`config.mk`:
```
export PLATFORM = sky130hd
export DESIGN_NAME = vga_fb_arbiter
export DESIGN_NICKNAME = d
export VERILOG_FILES = /design/src/rtl/vga_fb_arbiter.sv
export SDC_FILE = /design/constraint.sdc
export NUM_CORES = 1
export LEC_CHECK = 0
export ABC_AREA = 0
export ABC_CLOCK_PERIOD_IN_PS = 2500
export BUFFER_PORTS_ARGS = -buffer_cell sky130_fd_sc_hd__buf_2
export CORE_MARGIN = 1.5
export CORE_UTILIZATION = 45
export CTS_CLUSTER_DIAMETER = 200
export CTS_CLUSTER_SIZE = 25
export DETAILED_ROUTE_END_ITERATION = 8
export GPL_TIMING_DRIVEN = 0
export PLACE_DENSITY = 0.79
export SYNTH_ARGS = -nofsm -noshare
export SYNTH_HDL_FRONTEND = slang
export SYNTH_SLANG_ARGS = --single-unit
```
`constraint.sdc`:
```
create_clock -name clk -period 2.5 [get_ports clk]
set_input_delay 0.375 -clock clk [delete_from_list [all_inputs] [get_ports clk]]
set_output_delay 0.375 -clock clk [all_outputs]
set_load 0.01 [all_outputs]
```
`src/rtl/vga_fb_arbiter.sv`:
```
// Framebuffer SRAM arbiter: display scan-out has absolute priority; the pixel
// writer and host reader share the remaining memory slots round-robin.
module vga_fb_arbiter #(
  parameter int ADDR_W        = 19,
  parameter int DATA_W        = 12,
  parameter int STARVE_LIMIT  = 1024,
  parameter int WR_BLANK_ONLY = 1
) (
  input  logic              clk,
  input  logic              rst_n,
  input  logic              i_vblank,
  input  logic              i_disp_req,
  input  logic [ADDR_W-1:0] i_disp_addr,
  output logic [DATA_W-1:0] o_disp_data,
  output logic              o_disp_valid,
  input  logic              i_wr_valid,
  output logic              o_wr_ready,
  input  logic [ADDR_W-1:0] i_wr_addr,
  input  logic [DATA_W-1:0] i_wr_data,
  input  logic              i_rd_valid,
  output logic              o_rd_ready,
  input  logic [ADDR_W-1:0] i_rd_addr,
  output logic [DATA_W-1:0] o_rd_data,
  output logic              o_rd_dvalid,
  output logic              o_mem_en,
  output logic              o_mem_we,
  output logic [ADDR_W-1:0] o_mem_addr,
  output logic [DATA_W-1:0] o_mem_wdata,
  input  logic [DATA_W-1:0] i_mem_rdata,
  output logic              o_wr_starved,
  output logic              o_rd_starved,
  output logic [1:0]        o_dbg_state
);

  typedef enum logic [1:0] {
    G_IDLE = 2'd0,
    G_DISP = 2'd1,
    G_WR   = 2'd2,
    G_RD   = 2'd3
  } grant_t;

  localparam int CNT_W = $clog2(STARVE_LIMIT + 1);
  localparam logic [CNT_W-1:0] LIMIT = CNT_W'(STARVE_LIMIT);

  grant_t state, state_next, tag_q;
  logic   rr_wr_q;
  logic   wr_elig, rd_elig, grant_wr, grant_rd;
  logic [CNT_W-1:0] wr_cnt_q, wr_cnt_next, rd_cnt_q, rd_cnt_next;

  // Handshake: a transfer happens in the cycle where valid & ready are both
  // high; ready is combinational and only ever raised for the granted side.
  always_comb begin
    state_next = G_IDLE;
    grant_wr   = 1'b0;
    grant_rd   = 1'b0;
    wr_elig    = i_wr_valid & (i_vblank | (WR_BLANK_ONLY == 0));
    rd_elig    = i_rd_valid;
    if (i_disp_req) begin
      state_next = G_DISP;
    end else if (wr_elig && (!rd_elig || rr_wr_q)) begin
      state_next = G_WR;
      grant_wr   = 1'b1;
    end else if (rd_elig) begin
      state_next = G_RD;
      grant_rd   = 1'b1;
    end
  end

  assign o_wr_ready  = grant_wr & rst_n;
  assign o_rd_ready  = grant_rd & rst_n;
  assign o_mem_en    = (state != G_IDLE);
  assign o_mem_we    = (state == G_WR);
  assign o_dbg_state = state;

  always_ff @(posedge clk or negedge rst_n) begin
    if (!rst_n) begin
      state       <= G_IDLE;
      rr_wr_q     <= 1'b1;
      o_mem_addr  <= '0;
      o_mem_wdata <= '0;
    end else begin
      state <= state_next;
      if (grant_wr)      rr_wr_q <= 1'b0;
      else if (grant_rd) rr_wr_q <= 1'b1;
      case (state_next)
        G_DISP: begin
          o_mem_addr  <= i_disp_addr;
          o_mem_wdata <= '0;
        end
        G_WR: begin
          o_mem_addr  <= i_wr_addr;
          o_mem_wdata <= i_wr_data;
        end
        G_RD: begin
          o_mem_addr  <= i_rd_addr;
          o_mem_wdata <= '0;
        end
        default: begin
          o_mem_addr  <= '0;
          o_mem_wdata <= '0;
        end
      endcase
    end
  end

  // state is the owner tag of the address cycle; tag_q follows it into the
  // cycle where the SRAM drives read data, which is then registered out.
  always_ff @(posedge clk or negedge rst_n) begin
    if (!rst_n) begin
      tag_q        <= G_IDLE;
      o_disp_data  <= '0;
      o_disp_valid <= 1'b0;
      o_rd_data    <= '0;
      o_rd_dvalid  <= 1'b0;
    end else begin
      tag_q        <= state;
      o_disp_valid <= (tag_q == G_DISP);
      o_rd_dvalid  <= (tag_q == G_RD);
      if (tag_q == G_DISP) o_disp_data <= i_mem_rdata;
      if (tag_q == G_RD)   o_rd_data   <= i_mem_rdata;
    end
  end

  always_comb begin
    wr_cnt_next = wr_cnt_q;
    rd_cnt_next = rd_cnt_q;
    if (!i_wr_valid || o_wr_ready) wr_cnt_next = '0;
    else if (wr_cnt_q != LIMIT)    wr_cnt_next = wr_cnt_q + 1'b1;
    if (!i_rd_valid || o_rd_ready) rd_cnt_next = '0;
    else if (rd_cnt_q != LIMIT)    rd_cnt_next = rd_cnt_q + 1'b1;
  end

  always_ff @(posedge clk or negedge rst_n) begin
    if (!rst_n) begin
      wr_cnt_q     <= '0;
      rd_cnt_q     <= '0;
      o_wr_starved <= 1'b0;
      o_rd_starved <= 1'b0;
    end else begin
      wr_cnt_q     <= wr_cnt_next;
      rd_cnt_q     <= rd_cnt_next;
      o_wr_starved <= o_wr_starved | (wr_cnt_next == LIMIT);
      o_rd_starved <= o_rd_starved | (rd_cnt_next == LIMIT);
    end
  end

endmodule

```
---- Yosys cells after proc, flatten, opt, wreduce, memory -nomap -nowiden ----
Index checks and enable logic that the tools add are counted.
W data, S select, Z words.
word-level totals
  output and inout bits ................... 65
  bits in registers ....................... 86
cells by class
  eq/ne operators ......................... 10
  reductions and logical operators ........ 8
  multiplexer cells ....................... 16
  bitwise gates (word level) .............. 5
  add/subtract/negate cells ............... 2
operators by type and width
  operator                 number
  $pmux W19 S3             1
  $mux W11                 4
  $add A11 B1 Y11 const B  2
  $eq A11 B11 Y1 const B   2
  $ne A11 B11 Y1 const B   2
  $mux W12                 1
  $eq A2 B2 Y1 const B     4
  $mux W1                  7
  $mux W2                  3
  $eq A2 B1 Y1 const B     2
  $reduce_bool A2 Y1       2
  $and A1 B1 Y1            3
  $logic_or A1 B1 Y1       3
  $logic_not A1 Y1         2
  $or A1 B1 Y1             2
  $logic_and A1 B1 Y1      1

---- Depth between registers and ports, before layout ----
Gate-level depths: netlist of the first run.
  word-level depth ........................ 10
  mapped depth ............................ 8

---- Least setup slack after synthesis of the first run ----
OpenSTA, ideal clock, no wires.
  kind .................................... reg2reg
  start ................................... register wr_cnt_q[0]
  end ..................................... register o_wr_starved
  path slack .............................. 0.479 ns
  cell stages (with the launch flop) ...... 8
  clock period less this slack ............ 2.021 ns
  data arrival time ....................... 1.901 ns
  cell sequence ........................... dfrtp_1 inv_1 ha_1 or4b_1 nor4_4 or4_2 a22oi_1 a41o_1
on the way
  longest elaborated chain between the ends .. 5
  elaborated cells on any way between the ends .. 6
  those cells by class .................... add/sub (1); eq/ne (2); mux (2); bitwise (1)
RTL lines
  element                                                   line  source
  from (decl)                                               48    logic [CNT_W-1:0] wr_cnt_q, wr_cnt_next, rd_cnt_q, rd_cnt_next;
  from (signal assigned)                                    140   wr_cnt_q <= wr_cnt_next;
  $add A11 B1 Y11 / $ne A11 B11 Y1 (equally long branches)  128   else if (wr_cnt_q != LIMIT) wr_cnt_next = wr_cnt_q + 1'b1;
  $mux W11 *                                                128
  $mux W11 *                                                127   if (!i_wr_valid || o_wr_ready) wr_cnt_next = '0;
  $eq A11 B11 Y1 *                                          142   o_wr_starved <= o_wr_starved | (wr_cnt_next == LIMIT);
  $or A1 B1 Y1 *                                            142
  to (signal assigned)                                      142
  to (decl)                                                 30    output logic o_wr_starved,
Mark *: on every way between the ends. The rest lies on a longest branch, timed or not.
A chain may end at the register's enable or synchronous reset.

---- Worst setup path in the final report of the first run ----
Same ends and word-level chain as after synthesis.

==> impl_metrics.csv, run 1 <==
group,metric,value,unit
run_status,status,"finished, final reports clean",
floorplanning,die_w,93.94,um
clock_network,cts_tree,"yes",
sta,max_freq,439.2,MHz
sta,finalClockSkew,10.64,ps
global_routing,grt_pass1_wl,13.32,mm
sta,finalCriticalPeriod,2277,ps
cells_and_area,antenna_cells,0,
cells_and_area,synthToLayoutAreaGrowth,29.62,%
drt,wl,8.539,mm
synth,syn_inst,331,
clock_network,htree_levels,3,
placement,hpwl,6.550,mm
setup_path,path_max_fanout,9,
sta,relSlewSlack,54.02,%
synth,yosysSeqAreaShare,57.87,%
setup_path,rrSetupSlack,220,ps
drt,drc_errors,0,
synth,synth_flop_cell,"dfrtp_1",
sta,setup_violations,0,
synth,syn_area,3721,sq um
cells_and_area,drive_gt1_share,40.56,%
clock_network,insertion_delay,350,ps
floorplanning,num_rows,32,
drt,ant_nets,0,
clock_network,cts.sinks,86,
pwr,p_leak,2.416,nW
setup_path,r2r_start,"wr_cnt_q[0]",
floorplanning,start_util,47.42,%
synth,ys_async_sr_fraction,100.0,%
drt,wl_met3,643,um
job,max-cap-violations,0,
global_routing,antenna_found_initial,0,
min_path,hold_path.class,"input pin to asynchronous set/reset pin",
setup_path,critical_path_class,"flop to flop",
placement,dp_cells,584,
cells_and_area,layout.cells.most_common_list,"buf_2, dfrtp_1, nand2_1, mux2_2, nor2_1",
synth,syn_avg_cell_area,11.24,sq um
floorplanning,dieArea,8824,sq um
clock_network,cts.hold.buffers_added,0,
sta,slew_violations,0,
clock_network,path_clk_slew,90,ps
global_routing,grt_overflow_total,0,
synth,synth_seq_cells,86,
setup_path,startpoint_type,"flop",
drt,drtIter0Drc,112,
setup_path,cp-end-kind,"flop",
setup_path,startpoint,"wr_cnt_q[0]",
drt,vias_per_cell,5.130,
drt,top_layer,"met4",
drt,wl_met2,4.276,mm
global_routing,grt_usage,19.76,%
cells_and_area,final_common_cell,"buf_2",
clock_network,clockBufferDepth,2,
synth,synth_edf_count,0,
setup_path,required,2790,ps
sta,finalHoldViolations,0,
placement,gp_congestion,0.8356,
pwr,peakVddDrop,0.3047,mV
sta,rsz0062_at_grt,"no",
cells_and_area,fin_cells,600,
drt,avgRoutedWirePerCell,14.23,um
floorplanning,core,7848,sq um
floorplanning,chipHeight,93.94,um
synth,syn-num-nets,422,
sta,finalCritPeriodShare,91.08,%
cells_and_area,final_area,4823,sq um
clock_network,post_cts_buffers,0,
setup_path,critPathArrivalTime,2570,ps
global_routing,first_global_vias,2845,
drt,met1_length,3.455,mm
placement,dpl_cell_area,4622,sq um
placement,io_buffers,150,
sta,worstMarginPinSlew,684.4,ps
drt,vias,3078,
synth,yosys_warnings,0,
clock_network,clk_root_buffer_cell,"clkbuf_8",
global_routing,grt_max_degree,47,
synth,yosysUniqueCellTypes,47,
clock_network,cts_resized,0,
cells_and_area,fin_nets,584,
floorplanning,ioPinCount,152,
clock_network,cts_buffers,9,
drt,firstDrtPassIters,5,
pwr,power_density,626.3,nW/um^2
-- layer usage --
metal	vias to the layer above	global-route usage, %
li1	1473	-
met1	1462	24.71
met2	127	32.43
met3	16	6.634
met4	0	6.095
met5	-	0
-- final cells by class --
type                       instances  area, sq um
buffer                            11        45.04
clock buffer                       9        123.9
clock inverter                     7        77.57
fill                             673         3024
inverter                           9        33.78
multi-input combinational        225         1489
sequential                        86         2153
tap                              102        127.6
timing repair buffer             151        773.2
-- synth_stat cells, types with 2 or more instances --
cell type / number / area, sq um
dfrtp_1: 85 / 2127
nand2_1: 48 / 180.2
mux2_2: 25 / 281.5
nor2_1: 22 / 82.58
a22oi_1: 20 / 150.1
and2_1: 13 / 81.33
nand3_1: 10 / 50.05
clkbuf_1: 9 / 33.78
inv_1: 9 / 33.78
xnor2_1: 9 / 78.83
o21ai_0: 8 / 40.04
a21oi_1: 7 / 35.03
nand2b_1: 7 / 43.79
xor2_1: 5 / 43.79
a211oi_1: 4 / 30.03
ha_1: 4 / 50.05
nor3_1: 4 / 20.02
or3_1: 4 / 25.02
nand4_1: 3 / 18.77
nor2b_1: 3 / 18.77
a41o_1: 2 / 20.02
and3_1: 2 / 12.51
mux2i_1: 2 / 20.02
nand3b_1: 2 / 15.01
nor4_1: 2 / 12.51
-- metrics by stage --
stage          total power [mW]  setup WS (ps)  util (%)  hold WS, ps  setup TNS [ps]
2_1_floorplan             1.811          478.8         -        79.41               0
3_3_place_gp              2.044         -568.8     58.61        408.0           -5951
3_5_place_dp              2.069          226.4     58.90        406.3               0
4_1_cts                   3.056          205.7     61.46        18.70               0
5_1_grt                   3.186          58.03     61.46        38.19               0
6_report                  3.021          223.0     61.46        11.58               0
-- worst paths after layout --
check                                 end  cells after the start
hold / removal                wr_cnt_q[7]                      1
hold reg to reg                  tag_q[1]                      0
setup reg to reg             o_wr_starved                      7
setup / recovery             o_wr_starved                      7
min in group clk            o_mem_addr[6]                      3
max in group asynchronous  o_mem_wdata[5]                      2
-- power breakdown --
group	internal [mW]	switching, mW
Combinational	0.228	0.255
Sequential	1.50	0.0508
Clock	0.476	0.509
Total	2.21	0.815
-- registers in the layout (all words and copies together), names as in the netlist --
signal / cells
o_rd_starved: 1
o_disp_valid: 1
wr_cnt_q: 11
o_dbg_state: 2
o_rd_dvalid: 1
o_mem_wdata: 12
o_rd_data: 12
o_disp_data: 12
o_wr_starved: 1
rd_cnt_q: 11
o_mem_addr: 19
rr_wr_q: 1
tag_q: 2
-- worst max-delay path: stages (launching register included) --
cell,delay (ps)
dfrtp_1,420
inv_1,140
ha_1,150
or4b_1,480
nor4_4,420
nand3_1,140
a22oi_1,270
a41o_1,210
-- logic make-up after synthesis --
| family | Yosys count | synth area share (%) |
|---|---|---|
| AND/OR/NAND/NOR | 133 | 18.49 |
| flip-flops | 86 | 57.87 |
| AO/OA/AOI/OAI | 47 | 8.776 |
| buffers and inverters | 20 | 2.118 |
| multiplexers | 27 | 8.104 |
| adder cells (fa/ha/maj) | 4 | 1.345 |
| XOR/XNOR | 14 | 3.295 |
Note: power is estimated with default switching activity, not from simulation.
==> run 2, diff against run 1 <==
--- a/config.mk
+++ b/config.mk
@@ -6,7 +6,7 @@
 export NUM_CORES = 1
 export LEC_CHECK = 0
 export ABC_AREA = 0
-export ABC_CLOCK_PERIOD_IN_PS = 2500
+export ABC_CLOCK_PERIOD_IN_PS = 2400
 export BUFFER_PORTS_ARGS = -buffer_cell sky130_fd_sc_hd__buf_2
 export CORE_MARGIN = 1.5
 export CORE_UTILIZATION = 45
==> constraint.sdc (replaced) <==
create_clock -name clk -period 2.4 [get_ports clk]
set_input_delay 0.36 -clock clk [delete_from_list [all_inputs] [get_ports clk]]
set_output_delay 0.36 -clock clk [all_outputs]
set_load 0.01 [all_outputs]
==> impl_metrics.csv, run 2 (synthesis results as in run 1) <==
group,metric,value,unit
pwr,peakVddDrop,0.3186,mV
sta,finalClockSkew,10.85,ps
setup_path,crit_end,"o_wr_starved",
setup_path,cp-end-kind,"flop",
setup_path,rr_worst_depth,7,
clock_network,insertion_delay,350,ps
sta,finalCritPeriodShare,92.06,%
placement,io_buffers,150,
setup_path,r2r_start,"wr_cnt_q[0]",
cells_and_area,antenna_cells,0,
cells_and_area,largest_reg_flops,19,
sta,finalCriticalPeriod,2209,ps
global_routing,first_global_vias,2845,
floorplanning,die_w,93.94,um
run_status,violations,"negative hold slack",
clock_network,clk_root_buffer_cell,"clkbuf_8",
min_path,hold_path.class,"input pin to asynchronous set/reset pin",
placement,gp_congestion,0.8356,
setup_path,startpoint_type,"flop",
cells_and_area,fin_cells,602,
drt,vias,3072,
sta,relSlewSlack,53.76,%
global_routing,grt_usage,19.76,%
drt,vias_per_cell,5.103,
floorplanning,num_rows,32,
pwr,power_density,650.2,nW/um^2
cells_and_area,final_util,61.66,%
clock_network,cts_tree,"yes",
sta,worstMarginPinSlew,688.3,ps
floorplanning,start_util,47.42,%
global_routing,grt_overflow_total,0,
setup_path,critical_path_class,"flop to flop",
sta,finalHoldViolations,1,
sta,whs,-2.401,ps
cells_and_area,synthToLayoutAreaGrowth,30.03,%
sta,max_freq,452.6,MHz
global_routing,grt_pass1_wl,13.32,mm
cells_and_area,top_register,"o_mem_addr",
setup_path,startpoint,"wr_cnt_q[0]",
setup_path,r2r_end,"o_wr_starved",
setup_path,rrSetupSlack,190,ps
floorplanning,ioPinCount,152,
drt,drtIter0Drc,112,
setup_path,path_max_fanout,6,
drt,wl,8.562,mm
cells_and_area,layout.cells.most_common_list,"buf_2, dfrtp_1, nand2_1, mux2_2, nor2_1",
floorplanning,core,7848,sq um
clock_network,htree_levels,3,
drt,ant_nets,0,
clock_network,cts.hold.buffers_added,0,
sta,slew_violations,0,
job,max-cap-violations,0,
clock_network,clockBufferDepth,2,
drt,avgRoutedWirePerCell,14.22,um
drt,drc_errors,0,
global_routing,antenna_found_initial,0,
clock_network,cts.sinks,86,
drt,firstDrtPassIters,4,
clock_network,path_clk_slew,90,ps
setup_path,required,2690,ps
cells_and_area,drive_gt1_share,40.80,%
setup_path,critPathArrivalTime,2500,ps
cells_and_area,fin_nets,586,
global_routing,grt_max_degree,47,
sta,rsz0062_at_grt,"no",
run_status,status,"finished with violations",
floorplanning,chipHeight,93.94,um
placement,hpwl,6.550,mm
floorplanning,dieArea,8824,sq um
clock_network,cts_buffers,9,
cells_and_area,final_common_cell,"buf_2",
sta,setup_violations,0,
placement,dp_cells,584,
pwr,p_leak,2.427,nW
-- run 2: cell types whose count changed in the layout (fill, tap and decap cells not counted), sizes merged --
cell and change:
buf +2
-- run 2: worst min-delay path by stage --
stage | cells past startpoint | end | start | slack, ps
finish | 1 | wr_cnt_q[7] | rst_n | -2
CTS | 1 | o_rd_data[8] | rst_n | 4
global placement | 0 | tag_q[1] | o_dbg_state[1] | 410
floorplan | 0 | o_dbg_state[0] | rst_n | 60
detailed placement | 1 | wr_cnt_q[7] | rst_n | 390
global route | 1 | rd_cnt_q[10] | rst_n | 20
-- run 2: area by class of cell --
| cell class | count | area [sq um] |
|---|---|---|
| Buffer | 11 | 45.04 |
| Clock buffer | 9 | 123.9 |
| Clock inverter | 7 | 77.57 |
| Fill cell | 675 | 3009 |
| Inverter | 9 | 33.78 |
| Multi-Input combinational cell | 225 | 1489 |
| Sequential cell | 86 | 2153 |
| Tap cell | 102 | 127.6 |
| Timing Repair Buffer | 153 | 788.3 |
-- run 2: metrics by stage --
stage	setup WS, ps	power [mW]	setup TNS (ps)	cell area [sq um]	hold WS (ps)
after floorplan	378.8	1.886	0	3721	64.41
after global placement	-653.8	2.129	-8131	4599	408.0
after detailed placement	126.4	2.156	0	4622	391.3
after CTS	105.7	3.183	0	4823	3.699
after global routing	22.80	3.320	0	4838	23.19
final	190.6	3.146	0	4838	-2.401
-- run 2: report_power, final --
part           internal [mW]  switching [mW]  total (mW)
Clock                  0.496           0.529        1.02
Combinational          0.238           0.266       0.504
Sequential              1.56          0.0530        1.62
-- run 2: timing repair --
action | 4_1_cts | 5_1_grt
endpoints found under the setup margin | 0 | 1
buffers inserted | 0 | 2
gates resized for setup | 0 | 0
-- run 2: routing by layer --
layer,vias to the layer above,wire [um],GRT usage [%]
li1,1478,-,-
met1,1453,3476,24.71
met2,123,4280,32.43
met3,18,632,6.634
met4,0,173,6.095
met5,-,0,0
-- run 2: critical path, cell delays in order, from the launching register on --
cell and delay, ps:
dfrtp_1 420, inv_1 140, ha_1 150, or4b_1 490
nor4_4 360, nand3_1 120, a22oi_1 270, a41o_1 210
